**src/rtl/score_board_pkg.sv**
```systemverilog
// Shared types for the dual-issue scoreboard: forwarding-source codes,
// per-lane stage entries and the stage/lane to code mapping.
package score_board_pkg;

    localparam int LANES      = 2;
    localparam int REG_ADDR_W = 5;
    localparam int NUM_SRC    = 4;
    localparam int SB_STAGES  = 3;

    typedef logic [REG_ADDR_W-1:0] reg_addr_t;

    typedef enum logic [2:0] {
        SB_REGFILE = 3'd0,
        SB_EX0     = 3'd1,
        SB_EX1     = 3'd2,
        SB_MEM0    = 3'd3,
        SB_MEM1    = 3'd4,
        SB_CMT0    = 3'd5,
        SB_CMT1    = 3'd6,
        SB_WAIT    = 3'd7
    } sb_src_e;

    typedef sb_src_e score_board_data_t;

    typedef struct packed {
        logic      valid;
        reg_addr_t waddr;
        logic      is_load;
    } sb_entry_t;

    // One pipeline row holds one entry per issue lane.
    typedef sb_entry_t [LANES-1:0] sb_row_t;

    // Stage 0 = EX, 1 = MEM, 2 = CMT; codes run EX0, EX1, MEM0, ... upward.
    function automatic sb_src_e stage_code(input int stage, input int lane);
        return sb_src_e'(3'(1 + 2 * stage + lane));
    endfunction

endpackage

```
**src/rtl/score_board_if.sv**
```systemverilog
// Issue-side query/update bundle between issue, bypass and the scoreboard.
interface score_board_if;
    import score_board_pkg::*;

    logic [LANES-1:0]                   issue_valid;
    logic [LANES-1:0]                   issue_wen;
    logic [LANES-1:0][REG_ADDR_W-1:0]   issue_waddr;
    logic [LANES-1:0]                   issue_is_load;
    logic                               flush;
    logic [NUM_SRC-1:0][REG_ADDR_W-1:0] src_addr;
    logic [NUM_SRC-1:0][2:0]            score_board_data;
    logic [NUM_SRC-1:0]                 src_wait;
    logic                               pair_conflict;

    modport master (
        output issue_valid, issue_wen, issue_waddr, issue_is_load, flush, src_addr,
        input  score_board_data, src_wait, pair_conflict
    );

    modport slave (
        input  issue_valid, issue_wen, issue_waddr, issue_is_load, flush, src_addr,
        output score_board_data, src_wait, pair_conflict
    );

endinterface

```
**src/rtl/score_board_lookup.sv**
```systemverilog
// Youngest-first priority match of one source register against the
// EX/MEM/CMT rows; loads still in EX report WAIT.
module sb_lookup
    import score_board_pkg::*;
(
    input  reg_addr_t                 src_addr,
    input  sb_row_t [SB_STAGES-1:0]   rows,
    output sb_src_e                   code
);

    always_comb begin
        // NOTE: every always_comb output gets a default first, so no path leaves it unassigned and no latch is inferred.
        code = SB_REGFILE;
        // Scan oldest to youngest so the last (youngest) hit overwrites.
        for (int s = SB_STAGES - 1; s >= 0; s--) begin
            for (int l = 0; l < LANES; l++) begin
                if (rows[s][l].valid && rows[s][l].waddr == src_addr) begin
                    code = (s == 0 && rows[s][l].is_load) ? SB_WAIT : stage_code(s, l);
                end
            end
        end
        if (src_addr == '0) begin
            code = SB_REGFILE;
        end
    end

endmodule

```
**src/rtl/score_board.sv**
```systemverilog
// In-flight destination tracker for the dual-issue pipeline: shifts issue
// destinations through EX/MEM/CMT and reports a forwarding source per operand.
module score_board
    import score_board_pkg::*;
(
    input  logic              clk,
    input  logic              rst,
    score_board_if.slave      sb
);

    sb_row_t [SB_STAGES-1:0] rows_q;
    sb_row_t [SB_STAGES-1:0] rows_d;
    sb_src_e                 code [NUM_SRC];

    always_comb begin
        rows_d    = rows_q;
        rows_d[2] = rows_q[1];
        // A flush kills EX and the EX-to-MEM move; CMT still advances.
        rows_d[1] = sb.flush ? '0 : rows_q[0];
        for (int k = 0; k < LANES; k++) begin
            rows_d[0][k].valid   = sb.issue_valid[k] & sb.issue_wen[k] &
                                   (sb.issue_waddr[k] != '0) & ~sb.flush;
            rows_d[0][k].waddr   = sb.issue_waddr[k];
            rows_d[0][k].is_load = sb.issue_is_load[k];
        end
    end

    always_ff @(posedge clk or posedge rst) begin
        // NOTE: state registers use non-blocking assignment so every row samples the pre-edge values of the others.
        if (rst) begin
            rows_q <= '0;
        end else begin
            rows_q <= rows_d;
        end
    end

    for (genvar g = 0; g < NUM_SRC; g++) begin : g_lookup
        sb_lookup u_lookup (
            .src_addr (sb.src_addr[g]),
            .rows     (rows_q),
            .code     (code[g])
        );
        assign sb.score_board_data[g] = code[g];
        assign sb.src_wait[g]         = (code[g] == SB_WAIT);
    end

    // Lane1 may not read what lane0 writes in the same issue group.
    assign sb.pair_conflict = sb.issue_valid[0] & sb.issue_wen[0] &
                              (sb.issue_waddr[0] != '0) &
                              ((sb.src_addr[2] == sb.issue_waddr[0]) |
                               (sb.src_addr[3] == sb.issue_waddr[0]));

endmodule

```
**src/flat_wrapper.sv**
```systemverilog
// flat-port wrapper written by rule: the top's interface ports become plain ports
module score_board_flat import score_board_pkg::*;
  (clk, rst, sb_issue_valid, sb_issue_wen, sb_issue_waddr, sb_issue_is_load, sb_flush, sb_src_addr, sb_score_board_data, sb_src_wait, sb_pair_conflict);
  score_board_if sb_i ();
  input  logic clk;
  input  logic rst;
  input wire logic [$bits(sb_i.issue_valid)-1:0] sb_issue_valid;
  input wire logic [$bits(sb_i.issue_wen)-1:0] sb_issue_wen;
  input wire logic [$bits(sb_i.issue_waddr)-1:0] sb_issue_waddr;
  input wire logic [$bits(sb_i.issue_is_load)-1:0] sb_issue_is_load;
  input wire logic [$bits(sb_i.flush)-1:0] sb_flush;
  input wire logic [$bits(sb_i.src_addr)-1:0] sb_src_addr;
  output wire logic [$bits(sb_i.score_board_data)-1:0] sb_score_board_data;
  output wire logic [$bits(sb_i.src_wait)-1:0] sb_src_wait;
  output wire logic [$bits(sb_i.pair_conflict)-1:0] sb_pair_conflict;
  assign sb_i.issue_valid = sb_issue_valid;
  assign sb_i.issue_wen = sb_issue_wen;
  assign sb_i.issue_waddr = sb_issue_waddr;
  assign sb_i.issue_is_load = sb_issue_is_load;
  assign sb_i.flush = sb_flush;
  assign sb_i.src_addr = sb_src_addr;
  assign sb_score_board_data = sb_i.score_board_data;
  assign sb_src_wait = sb_i.src_wait;
  assign sb_pair_conflict = sb_i.pair_conflict;
  score_board u_core (.clk(clk), .rst(rst), .sb(sb_i));
endmodule
```
**config.mk**
```make
export PLATFORM = sky130hd
export DESIGN_NAME = score_board_flat
export DESIGN_NICKNAME = d
export VERILOG_FILES = /design/src/rtl/score_board_pkg.sv /design/src/rtl/score_board_if.sv /design/src/rtl/score_board_lookup.sv /design/src/rtl/score_board.sv /design/src/flat_wrapper.sv
export SDC_FILE = /design/constraint.sdc
export NUM_CORES = 1
export LEC_CHECK = 0
export CAP_MARGIN = 20
export CORE_MARGIN = 2
export CORE_UTILIZATION = 60
export CTS_BUF_LIST = sky130_fd_sc_hd__clkbuf_2
export DETAILED_ROUTE_END_ITERATION = 12
export HOLD_SLACK_MARGIN = 0.03
export PLACE_DENSITY = 0.89
export REMOVE_ABC_BUFFERS = 1
export SETUP_SLACK_MARGIN = 0.05
export SYNTH_ARGS = -nofsm -noshare
export SYNTH_HDL_FRONTEND = slang
export SYNTH_HIERARCHICAL = 1
export SYNTH_SLANG_ARGS = --single-unit
export TNS_END_PERCENT = 10
```
**constraint.sdc**
```tcl
create_clock -name clk -period 9 [get_ports clk]
set_clock_uncertainty 0.05 [all_clocks]
set_input_delay 2.7 -clock clk [delete_from_list [all_inputs] [get_ports clk]]
set_output_delay 2.7 -clock clk [all_outputs]
set_load 0.02 [all_outputs]
```
==> run metrics <==
vias post-DR 2743; Clock transition at path regs 190 ps; largest net degree at the start of global routing 39; hold buffers post-CTS 0; Die H 77.11 µm; clk_lat worst skew 380 ps; initial core utilization 0.6239; crit path max fanout 8; root buf cell clkbuf_2; Lkg Pwr 1.555 nW; synthesized area 3207 µm²; R2R setup slack 8070 ps; Post-CTS Resized 0; Peak VDD IR 0.1107 mV; post-DR wirelength/cell 19.28 µm; clock period minus worst slack 8358 ps; clk buf depth 2; Fin. Hold Viols 0; Routed WL 8772 µm; PD cells 100.3 nW/µm²; GRT Residual Overflow 0; IO buf count 55; vias in the first global route 2807; Post-DP HPWL 6516 µm; P&R area growth vs syn 16.00%; most frequent cells in the layout 82 x xor2_1, 55 x clkdlybuf4s50_1, 44 x xnor2_1; syn avg cell area 9.377 µm²; Worst Path Arrival 5610 ps; DR iter-0 viols 186; hold crit path type flip-flop to flip-flop; top achievable clock speed 119.6 MHz; commonest non-fill, non-tap cell in the layout xor2_1; nets 423; reg2reg path depth 1; max_slew headroom 0.6325; synth warn 6; Post-Synthesis Cells 342; # DRC 0; Max-Cap Viols 0; H-tree depth 2; Req. time, crit path 6250 ps; first-pass GRT wire length 13920 µm; GP Congestion 1.012; RSZ-0062 raised after global routing false; critical path class primary input to primary output; Fin Setup TNS 0 ps; clock buffer count from CTS 5; status finished clean; CP Launch Type primary input; antenna violations before repair 0; layout cell share with drive strength beyond 1 0.04416; Pre-Repair DR Iteration Count 4; Core ar. 5140 µm²; Core Rows 26; Die Wd 77.11 µm; final hold slack 479.9 ps; GRT Resource Usage Total 0.3077; hold depth 0; Die ar. 5945 µm²; io pins 56; CTS Sinks 38; period utilisation layout 0.9287; Worst-Margin Slew 549.6 ps; Setup Buffers After CTS 0; CTS tree yes; Slew Viols, Final 0; number of diodes 0; crit path capture type primary output; Via density 6.029; final setup violation count 0; Antenna Nets Post-Route 0
-- cell type report --
class | count | area [µm²]
clock buffers | 5 | 25.02
clock inverters | 3 | 16.27
fillers | 415 | 1420
inverters | 5 | 18.77
multi-input cells | 278 | 2063
flip-flops and latches | 38 | 950.9
well taps | 70 | 87.58
repair buffers | 56 | 558.0
-- state kept, by name (all words and copies together), names as in the netlist --
signal         count
u_core/rows_d     12
u_core/rows_q     26
-- worst max-delay path, cell delays in order --
cell and delay (ps):
clkdlybuf4s50_1 690, xor2_2 280, nor4_1 280, and3_1 240, or3b_1 370, a21oi_1 230, and3_1 200, clkdlybuf4s50_1 610
-- layer usage --
| metal | up-vias | GRT usage | wire length, µm |
|---|---|---|---|
| li1 | 1262 | - | - |
| met1 | 1276 | 0.3822 | 3338 |
| met4 | 0 | 0.1571 | 502 |
| met2 | 156 | 0.5175 | 4106 |
| met3 | 49 | 0.04941 | 825 |
| met5 | - | 0 | 0 |
-- through the flow --
stage          std cells    util  setup WS (ps)  instance area, µm²  total power, W
3_5_place_dp         447  0.7157          727.9                3679       0.0003019
6_report             455  0.7237          641.5                3720       0.0003731
2_1_floorplan        321       -           1844                3033       0.0002507
5_1_grt              455  0.7237          530.9                3720       0.0003952
4_1_cts              455  0.7237          697.4                3720       0.0003738
3_3_place_gp         447  0.7157          775.5                3679       0.0002986
-- power by group --
part	switching, W	total, W	internal, W	leakage [nW]
clock	0.0000555	0.0000732	0.0000177	0.0264
sequential	0.0000228	0.000202	0.000179	0.479
combinational	0.0000480	0.0000983	0.0000503	1.05
-- worst paths after layout --
check	from	end
max in group asynchronous	rst	u_core/rows_d[41]$_DFF_PP0_
worst max-delay path	sb_src_addr[16]	sb_src_wait[3]
min in group asynchronous	rst	u_core/rows_q[4]$_DFF_PP0_
worst min register to register	u_core/rows_d[34]$_DFF_PP0_	u_core/rows_q[34]$_DFF_PP0_
worst max register to register	u_core/rows_q[9]$_DFF_PP0_	u_core/rows_d[37]$_DFF_PP0_
worst min-delay path	u_core/rows_d[34]$_DFF_PP0_	u_core/rows_q[34]$_DFF_PP0_
Note: power is estimated with default switching activity, not from simulation.
